[config.mk]
export PLATFORM = sky130hd
export DESIGN_NAME = hawk_axi_rd_arb
export DESIGN_NICKNAME = d
export VERILOG_FILES = /design/src/rtl/hacd_pkg.sv /design/src/rtl/hawk_rr_arbiter.sv /design/src/rtl/hawk_axi_rd_arb.sv
export SDC_FILE = /design/constraint.sdc
export NUM_CORES = 1
export LEC_CHECK = 0
export ABC_AREA = 1
export CORE_AREA = 10 10 214 216
export DETAILED_ROUTE_END_ITERATION = 8
export DIE_AREA = 0 0 224 226
export GPL_ROUTABILITY_DRIVEN = 0
export GPL_TIMING_DRIVEN = 1
export SLEW_MARGIN = 20
export SYNTH_ARGS = -nofsm -noshare
export SYNTH_HDL_FRONTEND = slang
export SYNTH_SLANG_ARGS = --single-unit
[constraint.sdc]
create_clock -name clk_i -period 5.3 [get_ports clk_i]
set_input_delay 1.325 -clock clk_i [delete_from_list [all_inputs] [get_ports clk_i]]
set_output_delay 1.325 -clock clk_i [all_outputs]
set_load 0.05 [all_outputs]
[src/rtl/hacd_pkg.sv]
// hacd_pkg: shared HAWK AXI read-channel packet types and read-arbiter definitions.
package hacd_pkg;

   localparam int HAWK_RD_ARB_TIMEOUT = 4096;

   typedef struct packed {
      logic [63:0] addr;
      logic [7:0]  arlen;
      logic        arvalid;
      logic        rready;
   } axi_rd_reqpkt_t;

   typedef struct packed {
      logic arready;
   } axi_rd_rdypkt_t;

   typedef struct packed {
      logic [63:0] rdata;
      logic [1:0]  rresp;
      logic        rlast;
      logic        rvalid;
   } axi_rd_resppkt_t;

   typedef enum logic [1:0] {
      ARB_IDLE  = 2'd0,
      ARB_ADDR  = 2'd1,
      ARB_DATA  = 2'd2,
      ARB_ERROR = 2'd3
   } hawk_rd_arb_state_t;

endpackage

[src/rtl/hawk_rr_arbiter.sv]
// hawk_rr_arbiter: combinational round-robin pick, searching upward from last_i+1.
module hawk_rr_arbiter #(
   parameter  int N  = 3,
   localparam int IW = N > 1 ? $clog2(N) : 1
) (
   input  logic [N-1:0]  req_i,
   input  logic [IW-1:0] last_i,
   output logic [N-1:0]  gnt_o,
   output logic [IW-1:0] idx_o
);

   logic [IW-1:0] k;

   // Walk from farthest to nearest so the closest requester after last_i wins.
   always_comb begin
      idx_o = '0;
      k     = '0;
      for (int i = N; i >= 1; i--) begin
         k = IW'((int'(last_i) + i) % N);
         if (req_i[k]) idx_o = k;
      end
      gnt_o = |req_i ? N'(1) << idx_o : '0;
   end

endmodule

[src/rtl/hawk_axi_rd_arb.sv]
// hawk_axi_rd_arb: round-robin owner of the single HAWK AXI read port; sequences AR,
// routes R beats to the owner until rlast, and latches a sticky error on timeout or length mismatch.
module hawk_axi_rd_arb
   import hacd_pkg::*;
#(
   parameter  int NUM_REQ     = 3,
   parameter  int TIMEOUT_CYC = HAWK_RD_ARB_TIMEOUT,
   localparam int IW          = NUM_REQ > 1 ? $clog2(NUM_REQ) : 1
) (
   input  logic            clk_i,
   input  logic            rst_ni,
   input  axi_rd_reqpkt_t  req_reqpkt  [NUM_REQ],
   output axi_rd_rdypkt_t  req_rdypkt  [NUM_REQ],
   output axi_rd_resppkt_t req_resppkt [NUM_REQ],
   input  axi_rd_rdypkt_t  rd_rdypkt,
   output axi_rd_reqpkt_t  rd_reqpkt,
   input  axi_rd_resppkt_t rd_resppkt,
   output logic [IW-1:0]   grant_id,
   output logic            arb_busy,
   output logic            arb_err,
   output logic [1:0]      arb_state
);

   hawk_rd_arb_state_t state_q, state_d;
   logic [IW-1:0]      last_q, last_d, grant_q, grant_d, win;
   logic [63:0]        addr_q, addr_d;
   logic [7:0]         arlen_q, arlen_d, beat_q, beat_d;
   logic [15:0]        wd_q, wd_d;
   logic               err_q, err_d, hs;
   logic [NUM_REQ-1:0] arv, win_oh;

   hawk_rr_arbiter #(.N(NUM_REQ)) u_rr (
      .req_i  (arv),
      .last_i (last_q),
      .gnt_o  (win_oh),
      .idx_o  (win)
   );

   for (genvar g = 0; g < NUM_REQ; g++) begin : g_req
      assign arv[g]                 = req_reqpkt[g].arvalid;
      assign req_rdypkt[g].arready  = (state_q == ARB_IDLE) && win_oh[g];
      assign req_resppkt[g]         = (state_q == ARB_DATA && grant_q == IW'(g)) ? rd_resppkt : '0;
   end

   always_comb begin
      state_d   = state_q;
      last_d    = last_q;
      grant_d   = grant_q;
      addr_d    = addr_q;
      arlen_d   = arlen_q;
      beat_d    = beat_q;
      wd_d      = '0;
      err_d     = err_q;
      hs        = 1'b0;
      rd_reqpkt = '{addr: addr_q, arlen: arlen_q, arvalid: 1'b0, rready: 1'b0};
      case (state_q)
         ARB_IDLE: if (|arv) begin
            addr_d  = req_reqpkt[win].addr;
            arlen_d = req_reqpkt[win].arlen;
            last_d  = win;
            grant_d = win;
            state_d = ARB_ADDR;
         end
         ARB_ADDR: begin
            rd_reqpkt.arvalid = 1'b1;
            hs                = rd_rdypkt.arready;
            beat_d            = hs ? 8'd0 : beat_q;
            state_d           = hs ? ARB_DATA : ARB_ADDR;
         end
         ARB_DATA: begin
            rd_reqpkt.rready = req_reqpkt[grant_q].rready;
            hs               = rd_resppkt.rvalid && rd_reqpkt.rready;
            beat_d           = hs ? beat_q + 8'd1 : beat_q;
            if (hs && rd_resppkt.rlast) begin
               err_d   = err_q | (beat_q != arlen_q);
               state_d = ARB_IDLE;
            end
         end
         default: wd_d = wd_q;
      endcase
      // Any stall cycle in ADDR/DATA advances the watchdog; a handshake clears it.
      if ((state_q == ARB_ADDR || state_q == ARB_DATA) && !hs) begin
         wd_d = wd_q + 16'd1;
         if (wd_q == 16'(TIMEOUT_CYC - 1)) begin
            err_d   = 1'b1;
            state_d = ARB_ERROR;
         end
      end
   end

   always_ff @(posedge clk_i or negedge rst_ni) begin
      if (!rst_ni) begin
         state_q <= ARB_IDLE;
         last_q  <= IW'(NUM_REQ - 1);
         grant_q <= '0;
         addr_q  <= '0;
         arlen_q <= '0;
         beat_q  <= '0;
         wd_q    <= '0;
         err_q   <= 1'b0;
      end else begin
         state_q <= state_d;
         last_q  <= last_d;
         grant_q <= grant_d;
         addr_q  <= addr_d;
         arlen_q <= arlen_d;
         beat_q  <= beat_d;
         wd_q    <= wd_d;
         err_q   <= err_d;
      end
   end

   assign grant_id  = grant_q;
   assign arb_busy  = state_q != ARB_IDLE;
   assign arb_err   = err_q;
   assign arb_state = state_q;

endmodule

==> impl_metrics.sql, run 1 <==
INSERT INTO impl_metrics (metric_group, metric, value, unit) VALUES
('timing', 'final.period_utilization', '85.8', '%'),
('timing', 'finalWorstSetupSlack', '753', 'ps'),
('logic_synthesis', 'synthesized_area_fraction_occupied_by_adder_cells', '1.46', '%'),
('timing', 'worst_max_slew_pin_slew', '874', 'ps'),
('setup_path', 'setup.worst_path.start_class', 'flop', ''),
('timing', 'summed_negative_setup_slack_over_all_endpoints', '0', 'ps'),
('setup_path', 'worstSetupPathType', 'flop to output pin', ''),
('final_layout', 'layout_common_cells', '567 x sky130_fd_sc_hd__clkdlybuf4s50_1, 263 x sky130_fd_sc_hd__nand2_1, 253 x sky130_fd_sc_hd__nor2_1, 218 x sky130_fd_sc_hd__inv_1, 178 x sky130_fd_sc_hd__nand3_1', ''),
('logic_synthesis', 'post_synth_xor_area_fraction', '2.16', '%'),
('final_layout', 'post_route_cells_drive_above_1_share', '3.51', '%'),
('placed_design', 'dp_hpwl', '38300', 'microns'),
('timing', 'fin_worst_skew', '10.5', 'ps'),
('setup_path', 'crit_chain', 'inv_1 -> ha_1 -> nand3_2 -> buf_4 -> nor2_1 -> clkdlybuf4s50_1', ''),
('final_layout', 'layout.cell_area.non_filler', '14300', 'sq um'),
('floorplanning', 'core-area', '41600', 'sq um'),
('cts', 'clock_insertion_delay_worst_skew', '370', 'ps'),
('logic_synthesis', 'synth.ff_latch_count', '102', ''),
('pwr', 'leakage', '6.63', 'nW'),
('floorplanning', 'row_count', '75', ''),
('timing', 'final_hold_viol_count', '0', ''),
('outcome', 'run_status', 'finished, final reports clean', ''),
('detailed_routing', 'wl', '47200', 'microns'),
('floorplanning', 'boundaryPins', '580', ''),
('placed_design', 'post_dp_cell_area', '14000', 'sq um'),
('cts', 'cts_num_sinks', '102', ''),
('cts', 'cts_tree', 'done', ''),
('cts', 'clockBufferDepth', '2', ''),
('timing', 'max_freq', '0.220', 'GHz'),
('logic_synthesis', 'syn-num-nets', '1560', ''),
('floorplanning', 'start_util', '18.5', '%'),
('global_routing', 'grt_first_pass_wirelength', '67400', 'microns'),
('timing', 'grt_setup_unrepaired', 'false', ''),
('global_routing', 'globalRoute.totalOverflow', '0', ''),
('setup_path', 'required', '3970', 'ps'),
('final_layout', 'layout.cells.most_common', 'sky130_fd_sc_hd__clkdlybuf4s50_1', ''),
('logic_synthesis', 'syn_inst', '1258', ''),
('detailed_routing', 'number_of_iterations_in_the_first_detailed_routing_pass', '5', ''),
('final_layout', 'post-route-util', '34.4', '%'),
('cts', 'cts.repair_timing.setup_buffer_count', '0', ''),
('global_routing', 'grt_start_max_net_pins', '74', ''),
('cts', 'htree_levels', '3', ''),
('setup_path', 'critical_path.top_delay_family', 'buffers and inverters', ''),
('logic_synthesis', 'synth_sequential_area_ratio', '33.2', '%'),
('setup_path', 'critPathCaptureType', 'output pin', ''),
('job', 'maxCapViolCount', '0', ''),
('timing', 'final_max_slew_viol_count', '0', ''),
('global_routing', 'antenna_found_initial', '3', ''),
('detailed_routing', 'drt_first_iter_violations', '449', ''),
('logic_synthesis', 'synth_compound_area_share', '3.36', '%'),
('setup_path', 'worstPathBufferInverterCount', '3', ''),
('placed_design', 'io_buffer_count', '579', ''),
('timing', 'relSlewSlack', '41.7', '%'),
('logic_synthesis', 'netlist_area', '7700', 'sq um'),
('cts', 'post_cts_hold_buffer_count', '0', ''),
('final_layout', 'sequential_cell_area', '2550', 'sq um'),
('worst_hold_path', 'min-delay-path-class', 'flop to flop', ''),
('cts', 'path_clk_slew', '70', 'ps'),
('final_layout', 'finalNetCount', '2092', ''),
('timing', 'report.final.setup_viol', '0', ''),
('logic_synthesis', 'yosysWarnings', '0', ''),
('pwr', 'worst_ir_drop_vdd', '0.241', 'mV'),
('final_layout', 'multiInputGateArea', '4000', 'sq um'),
('final_layout', 'antenna_cells', '0', ''),
('setup_path', 'slowest_stage_cell_cp', 'sky130_fd_sc_hd__clkdlybuf4s50_1', ''),
('logic_synthesis', 'post_synth_mux_area_share', '0', '%'),
('floorplanning', 'floorplan.die.height', '226', 'microns'),
('logic_synthesis', 'synth_simple_gate_area_share', '44.5', '%'),
('logic_synthesis', 'combinational_family_with_the_most_area_after_synthesis', 'simple AND/OR/NAND/NOR gates', ''),
('final_layout', 'syn_to_final_growth', '85.6', '%'),
('pwr', 'pwr_density_cell', '495', 'nW/um^2'),
('cts', 'clockRootBuffer', 'sky130_fd_sc_hd__clkbuf_16', '');
kinds of logic (layout without fill, tap and decap cells):
group                      count (synthesis)  after routing
DFF                                      102            102
and+or+nand+nor                          782            782
buffers and inverters                    297            833
adders and majority gates                  9              9
AOI/OAI and AO/OA                         49             49
xor gates and xnor gates                  19             19
cell usage after synthesis:
library cell,count,area (sq um)
sky130_fd_sc_hd__nand2_1,263,987
sky130_fd_sc_hd__nor2_1,254,953
sky130_fd_sc_hd__inv_1,218,818
sky130_fd_sc_hd__nand3_1,181,906
sky130_fd_sc_hd__dfrtp_1,101,2530
sky130_fd_sc_hd__nand3b_1,49,368
sky130_fd_sc_hd__clkbuf_1,40,150
sky130_fd_sc_hd__a21oi_1,25,125
sky130_fd_sc_hd__buf_2,25,125
sky130_fd_sc_hd__o21ai_0,17,85.1
sky130_fd_sc_hd__xor2_1,14,123
sky130_fd_sc_hd__nor3_1,13,65.1
sky130_fd_sc_hd__ha_1,9,113
sky130_fd_sc_hd__nand4_1,8,50.1
sky130_fd_sc_hd__inv_2,5,18.8
sky130_fd_sc_hd__or2_2,5,31.3
sky130_fd_sc_hd__xnor2_1,5,43.8
sky130_fd_sc_hd__buf_4,4,30.0
sky130_fd_sc_hd__buf_6,3,33.8
sky130_fd_sc_hd__o21bai_1,3,22.5
sky130_fd_sc_hd__buf_1,2,7.51
sky130_fd_sc_hd__nand2_2,2,12.5
sky130_fd_sc_hd__nor3b_1,2,15.0
sky130_fd_sc_hd__nor4_1,2,12.5
sky130_fd_sc_hd__o21ai_1,2,10.0
sky130_fd_sc_hd__a21oi_2,1,8.76
sky130_fd_sc_hd__and2_1,1,6.26
sky130_fd_sc_hd__dfstp_2,1,26.3
sky130_fd_sc_hd__nand3_2,1,10.0
sky130_fd_sc_hd__nor2_2,1,6.26
sky130_fd_sc_hd__o211ai_1,1,7.51
report_power, final:
group | switching (mW) | total, mW | internal [mW]
Combinational | 3.44 | 5.00 | 1.56
Sequential | 0.221 | 1.33 | 1.11
Clock | 0.329 | 0.742 | 0.412
Total | 3.99 | 7.07 | 3.08
state kept, by name, summed over array words and instances, names as in the netlist:
name / cells
wd_q: 16
beat_q: 8
addr_q: 64
arlen_q: 8
arb_state: 2
grant_id: 1
last_q: 2
arb_err: 1
final timing paths:
path / from / endpoint / slack [ps] / cells past startpoint
max: arb_state[0] / req_resppkt[68] / 750 / 6
min: arb_err / arb_err / 490 / 1
max reg2reg: last_q[0] / addr_q[41] / 2250 / 10
min reg2reg: arb_err / arb_err / 490 / 1
max in group asynchronous: rst_ni / last_q[1] / 3360 / 2
min in group asynchronous: rst_ni / addr_q[27] / 990 / 1
metal layers:
metal	routed length, microns	track usage, %
met5	34	0
met4	2270	9.59
met3	4280	5.92
met2	23400	30.9
met1	17200	18.5
cell type report:
cell class | instances | share of cell area (%)
multi-input cells | 859 | 28.0
clock buffers | 9 | 1.58
flip-flops and latches | 102 | 17.9
inverters | 223 | 5.86
well taps | 539 | 4.72
clock inverters | 6 | 0.604
repair buffers | 595 | 41.4
through the flow:
step,instances,hold slack (ps)
floorplan,1258,475
global placement,2318,464
detailed placement,2318,472
CTS,2333,489
global route,2333,516
finish,2333,486
worst reg2reg max path, cell delays in order, from the launching register on:
cell and delay, ps:
sky130_fd_sc_hd__dfrtp_1 480, sky130_fd_sc_hd__inv_1 200, sky130_fd_sc_hd__ha_1 430, sky130_fd_sc_hd__nand3_2 140, sky130_fd_sc_hd__o21ai_1 190, sky130_fd_sc_hd__nor2_1 90
sky130_fd_sc_hd__nand2_2 90, sky130_fd_sc_hd__buf_4 640, sky130_fd_sc_hd__nand3b_1 420, sky130_fd_sc_hd__nand3_1 180, sky130_fd_sc_hd__nand3_1 80
(Power assumes the default switching activity.)
==> run 2: changes to the inputs <==
- ABC_AREA: 1 -> not set
- CORE_AREA: 10 10 214 216 -> 10 10 219 221
- DIE_AREA: 0 0 224 226 -> 0 0 229 231
==> impl_metrics.sql, run 2 <==
INSERT INTO impl_metrics (metric_group, metric, value, unit) VALUES
('pwr', 'worst_ir_drop_vdd', '0.228', 'mV'),
('logic_synthesis', 'yosysWarnings', '0', ''),
('final_layout', 'biggestRegsByFlops', 'addr_q x64, wd_q x16', ''),
('setup_path', 'worst_path_largest_cell_delay', '1040', 'ps'),
('pwr', 'pwr_density_cell', '456', 'nW/um^2'),
('setup_path', 'required', '3970', 'ps'),
('logic_synthesis', 'synth-edff-count', '0', ''),
('setup_path', 'crit_chain', 'clkdlybuf4s50_1 -> nor3_1 -> nor2_4 -> nand2_2 -> nor2_1 -> buf_12', ''),
('setup_path', 'worst_setup_path_endpoint', 'req_rdypkt[0]', ''),
('global_routing', 'antenna_found_initial', '2', ''),
('setup_path', 'slowest_stage_cell_cp', 'sky130_fd_sc_hd__nor3_1', ''),
('setup_path', 'worstReg2RegStart', 'arb_state[0]', ''),
('cts', 'cts_made_buffers', '9', ''),
('floorplanning', 'row_count', '77', ''),
('timing', 'final_critical_path_required_period', '4830', 'ps'),
('logic_synthesis', 'synth_simple_gate_area_share', '34.7', '%'),
('logic_synthesis', 'syn-num-nets', '1142', ''),
('setup_path', 'worst-r2r-cell-count', '7', ''),
('detailed_routing', 'wire_per_inst', '21.7', 'microns'),
('logic_synthesis', 'synth_top_cell_by_area', 'sky130_fd_sc_hd__dfrtp_1', ''),
('final_layout', 'post-route-util', '31.7', '%'),
('detailed_routing', 'wl', '42800', 'microns'),
('global_routing', 'total_routing_resource_utilization_after_global_routing', '15.3', '%'),
('detailed_routing', 'post_drt_via_cell_ratio', '4.26', ''),
('timing', 'relSlewSlack', '14.6', '%'),
('logic_synthesis', 'synth_sequential_area_ratio', '35.6', '%'),
('setup_path', 'setup.reg_to_reg.worst_slack', '1790', 'ps'),
('detailed_routing', 'drtAntennaViolNets', '0', ''),
('logic_synthesis', 'synth.distinct_cells', '48', ''),
('pwr', 'leakage', '5.35', 'nW'),
('logic_synthesis', 'asyncSetResetFlopFracSynth', '100', '%'),
('floorplanning', 'boundaryPins', '580', ''),
('worst_hold_path', 'min-delay-path-class', 'flop to flop', ''),
('final_layout', 'top_register', 'addr_q', ''),
('placed_design', 'post-place-cells', '1959', ''),
('logic_synthesis', 'syn_inst', '840', ''),
('cts', 'clock_insertion_delay_worst_skew', '370', 'ps'),
('logic_synthesis', 'post_synth_mux_area_share', '10.3', '%'),
('job', 'maxCapViolCount', '0', ''),
('logic_synthesis', 'synth_compound_area_share', '10.8', '%'),
('final_layout', 'instances_no_fill', '1975', ''),
('floorplanning', 'floorplan.die.height', '231', 'microns'),
('timing', 'max_freq', '0.207', 'GHz'),
('cts', 'clockRootBuffer', 'sky130_fd_sc_hd__clkbuf_16', ''),
('final_layout', 'layout_common_cells', '572 x sky130_fd_sc_hd__clkdlybuf4s50_1, 179 x sky130_fd_sc_hd__and2_1, 101 x sky130_fd_sc_hd__dfrtp_1, 95 x sky130_fd_sc_hd__nand2_1, 87 x sky130_fd_sc_hd__nand3_1', ''),
('cts', 'cts_num_sinks', '102', ''),
('timing', 'final.period_utilization', '91.2', '%'),
('logic_synthesis', 'yosys.cell_count.top_type', 'sky130_fd_sc_hd__and2_1', ''),
('cts', 'post_cts_hold_buffer_count', '0', ''),
('timing', 'final_max_slew_viol_count', '0', ''),
('cts', 'post_cts_resize_count', '0', ''),
('logic_synthesis', 'combinational_family_with_the_most_area_after_synthesis', 'simple AND/OR/NAND/NOR gates', ''),
('logic_synthesis', 'synthesized_area_fraction_occupied_by_adder_cells', '1.57', '%'),
('global_routing', 'grt_first_pass_wirelength', '61300', 'microns'),
('final_layout', 'finalNetCount', '1680', ''),
('timing', 'fin_hold_ws', '482', 'ps'),
('detailed_routing', 'number_of_iterations_in_the_first_detailed_routing_pass', '4', ''),
('final_layout', 'post_route_cells_drive_above_1_share', '5.71', '%'),
('global_routing', 'globalRoute.totalOverflow', '0', ''),
('logic_synthesis', 'synth_flop_cell', 'sky130_fd_sc_hd__dfrtp_1', ''),
('cts', 'clockBufferDepth', '2', ''),
('detailed_routing', 'number_of_remaining_drc_errors', '0', ''),
('setup_path', 'cp.arrival', '3510', 'ps'),
('cts', 'htree_levels', '3', ''),
('floorplanning', 'core-area', '43700', 'sq um'),
('logic_synthesis', 'netlist_area', '7170', 'sq um'),
('logic_synthesis', 'post_synth_xor_area_fraction', '2.93', '%'),
('floorplanning', 'die_w', '229', 'microns'),
('timing', 'report.final.setup_viol', '0', ''),
('setup_path', 'critPathCaptureType', 'output pin', ''),
('global_routing', 'number_of_global_route_vias_before_repair', '8954', ''),
('cts', 'path_clk_slew', '90', 'ps'),
('floorplanning', 'design.die.area', '52900', 'sq um'),
('final_layout', 'layout.cells.most_common', 'sky130_fd_sc_hd__clkdlybuf4s50_1', ''),
('logic_synthesis', 'synth_common_cells', '179 x sky130_fd_sc_hd__and2_1, 101 x sky130_fd_sc_hd__dfrtp_1, 98 x sky130_fd_sc_hd__nand2_1', ''),
('logic_synthesis', 'synth_area_leaders', 'sky130_fd_sc_hd__dfrtp_1 35%, sky130_fd_sc_hd__and2_1 16%, sky130_fd_sc_hd__mux2i_1 10%, sky130_fd_sc_hd__o211ai_1 7.6%, sky130_fd_sc_hd__nand3_1 6.1%', ''),
('detailed_routing', 'via_count_of_the_routed_design', '8420', ''),
('floorplanning', 'start_util', '16.4', '%'),
('final_layout', 'num-fill-cells', '4660', ''),
('logic_synthesis', 'synth.ff_latch_count', '102', ''),
('setup_path', 'crit-reg2reg-capture', 'addr_q[0]', ''),
('final_layout', 'antenna_cells', '0', ''),
('setup_path', 'worstSetupPathType', 'input port to output pin', ''),
('logic_synthesis', 'postSynthAreaPerCell', '8.53', 'sq um'),
('setup_path', 'crit_path_max_fanout', '15', ''),
('pwr', 'post-layout-total-power', '6.33', 'mW'),
('outcome', 'run_status', 'finished, final reports clean', ''),
('global_routing', 'grt_start_max_net_pins', '75', ''),
('logic_synthesis', 'synth_largest_type_area_fraction', '35.3', '%'),
('timing', 'summed_negative_setup_slack_over_all_endpoints', '0', 'ps'),
('cts', 'cts_tree', 'done', ''),
('timing', 'fin_worst_skew', '19.5', 'ps'),
('setup_path', 'setup.worst_path.start_class', 'input port', ''),
('timing', 'final_hold_viol_count', '0', ''),
('placed_design', 'dp_hpwl', '35800', 'microns'),
('detailed_routing', 'drt_first_iter_violations', '313', ''),
('placed_design', 'io_buffer_count', '579', ''),
('cts', 'cts.repair_timing.setup_buffer_count', '0', ''),
('final_layout', 'syn_to_final_growth', '93.7', '%'),
('timing', 'worst_max_slew_pin_slew', '1270', 'ps'),
('timing', 'grt_setup_unrepaired', 'false', ''),
('setup_path', 'crit_path_start', 'req_reqpkt[75]', ''),
('final_layout', 'largest_register_ff_count', '64', '');
## run 2: cell types whose count changed after synthesis, sizes merged, moves of 8 or more
cell    previous run  this run
nand2            265        98
o21ai             19         7
and2               1       207
nand3b            49         2
clkbuf            40        48
o211ai             1        73
buf               34        17
a21oi             26         5
inv              223         6
nor2             255        27
mux2i              0        74
nand3            182        87
## run 2: power breakdown
part	total, mW	internal (mW)	switching (mW)
logic	4.34	1.46	2.88
registers	1.30	1.09	0.218
clock network	0.691	0.345	0.346
## run 2: worst min path at each step
stage	cells past startpoint	endpoint	start	slack (ps)
final	2	arb_err	arb_err	480
after global routing	2	arb_err	arb_err	510
after CTS	2	arb_err	arb_err	490
after detailed placement	2	arb_err	arb_err	470
after global placement	2	arb_err	arb_err	460
after floorplan	2	wd_q[1]	wd_q[1]	480
## run 2: per-layer routing
metal / global-route usage [%] / up-vias / part of all wire (%)
li1: - / 3957 / -
met1: 16.6 / 3967 / 38
met2: 26.0 / 440 / 48
met3: 6.27 / 54 / 9.4
met4: 6.68 / 2 / 4.0
met5: 0 / - / 0.030
## run 2: kinds of logic after synthesis
kind of cell | Yosys count
xor+xnor | 24
mux | 74
buf+inv | 71
simple gates | 456
flops | 102
compound gates | 104
fa+ha+maj | 9
## run 2: through the flow
stage | cell area, sq um | setup slack [ps]
4_1_cts | 13900 | 625
5_1_grt | 13900 | 522
3_3_place_gp | 13600 | 657
6_report | 13900 | 466
2_1_floorplan | 7170 | 1120
3_5_place_dp | 13600 | 641
## run 2: area by class of cell
type                            count  area, sq um  area share [%]
Tap cell                          592          741            5.34
Clock inverter                      6         62.6           0.451
Multi-Input combinational cell    667         4360            31.4
Inverter                            6         22.5           0.162
Timing Repair Buffer              592         5900            42.5
Sequential cell                   102         2550            18.4
Clock buffer                       10          239            1.72
## run 2: critical path: cells and delay by family
family / cells / cell delay [ps]
simple gates: 4 / 1520
buf+inv: 2 / 660
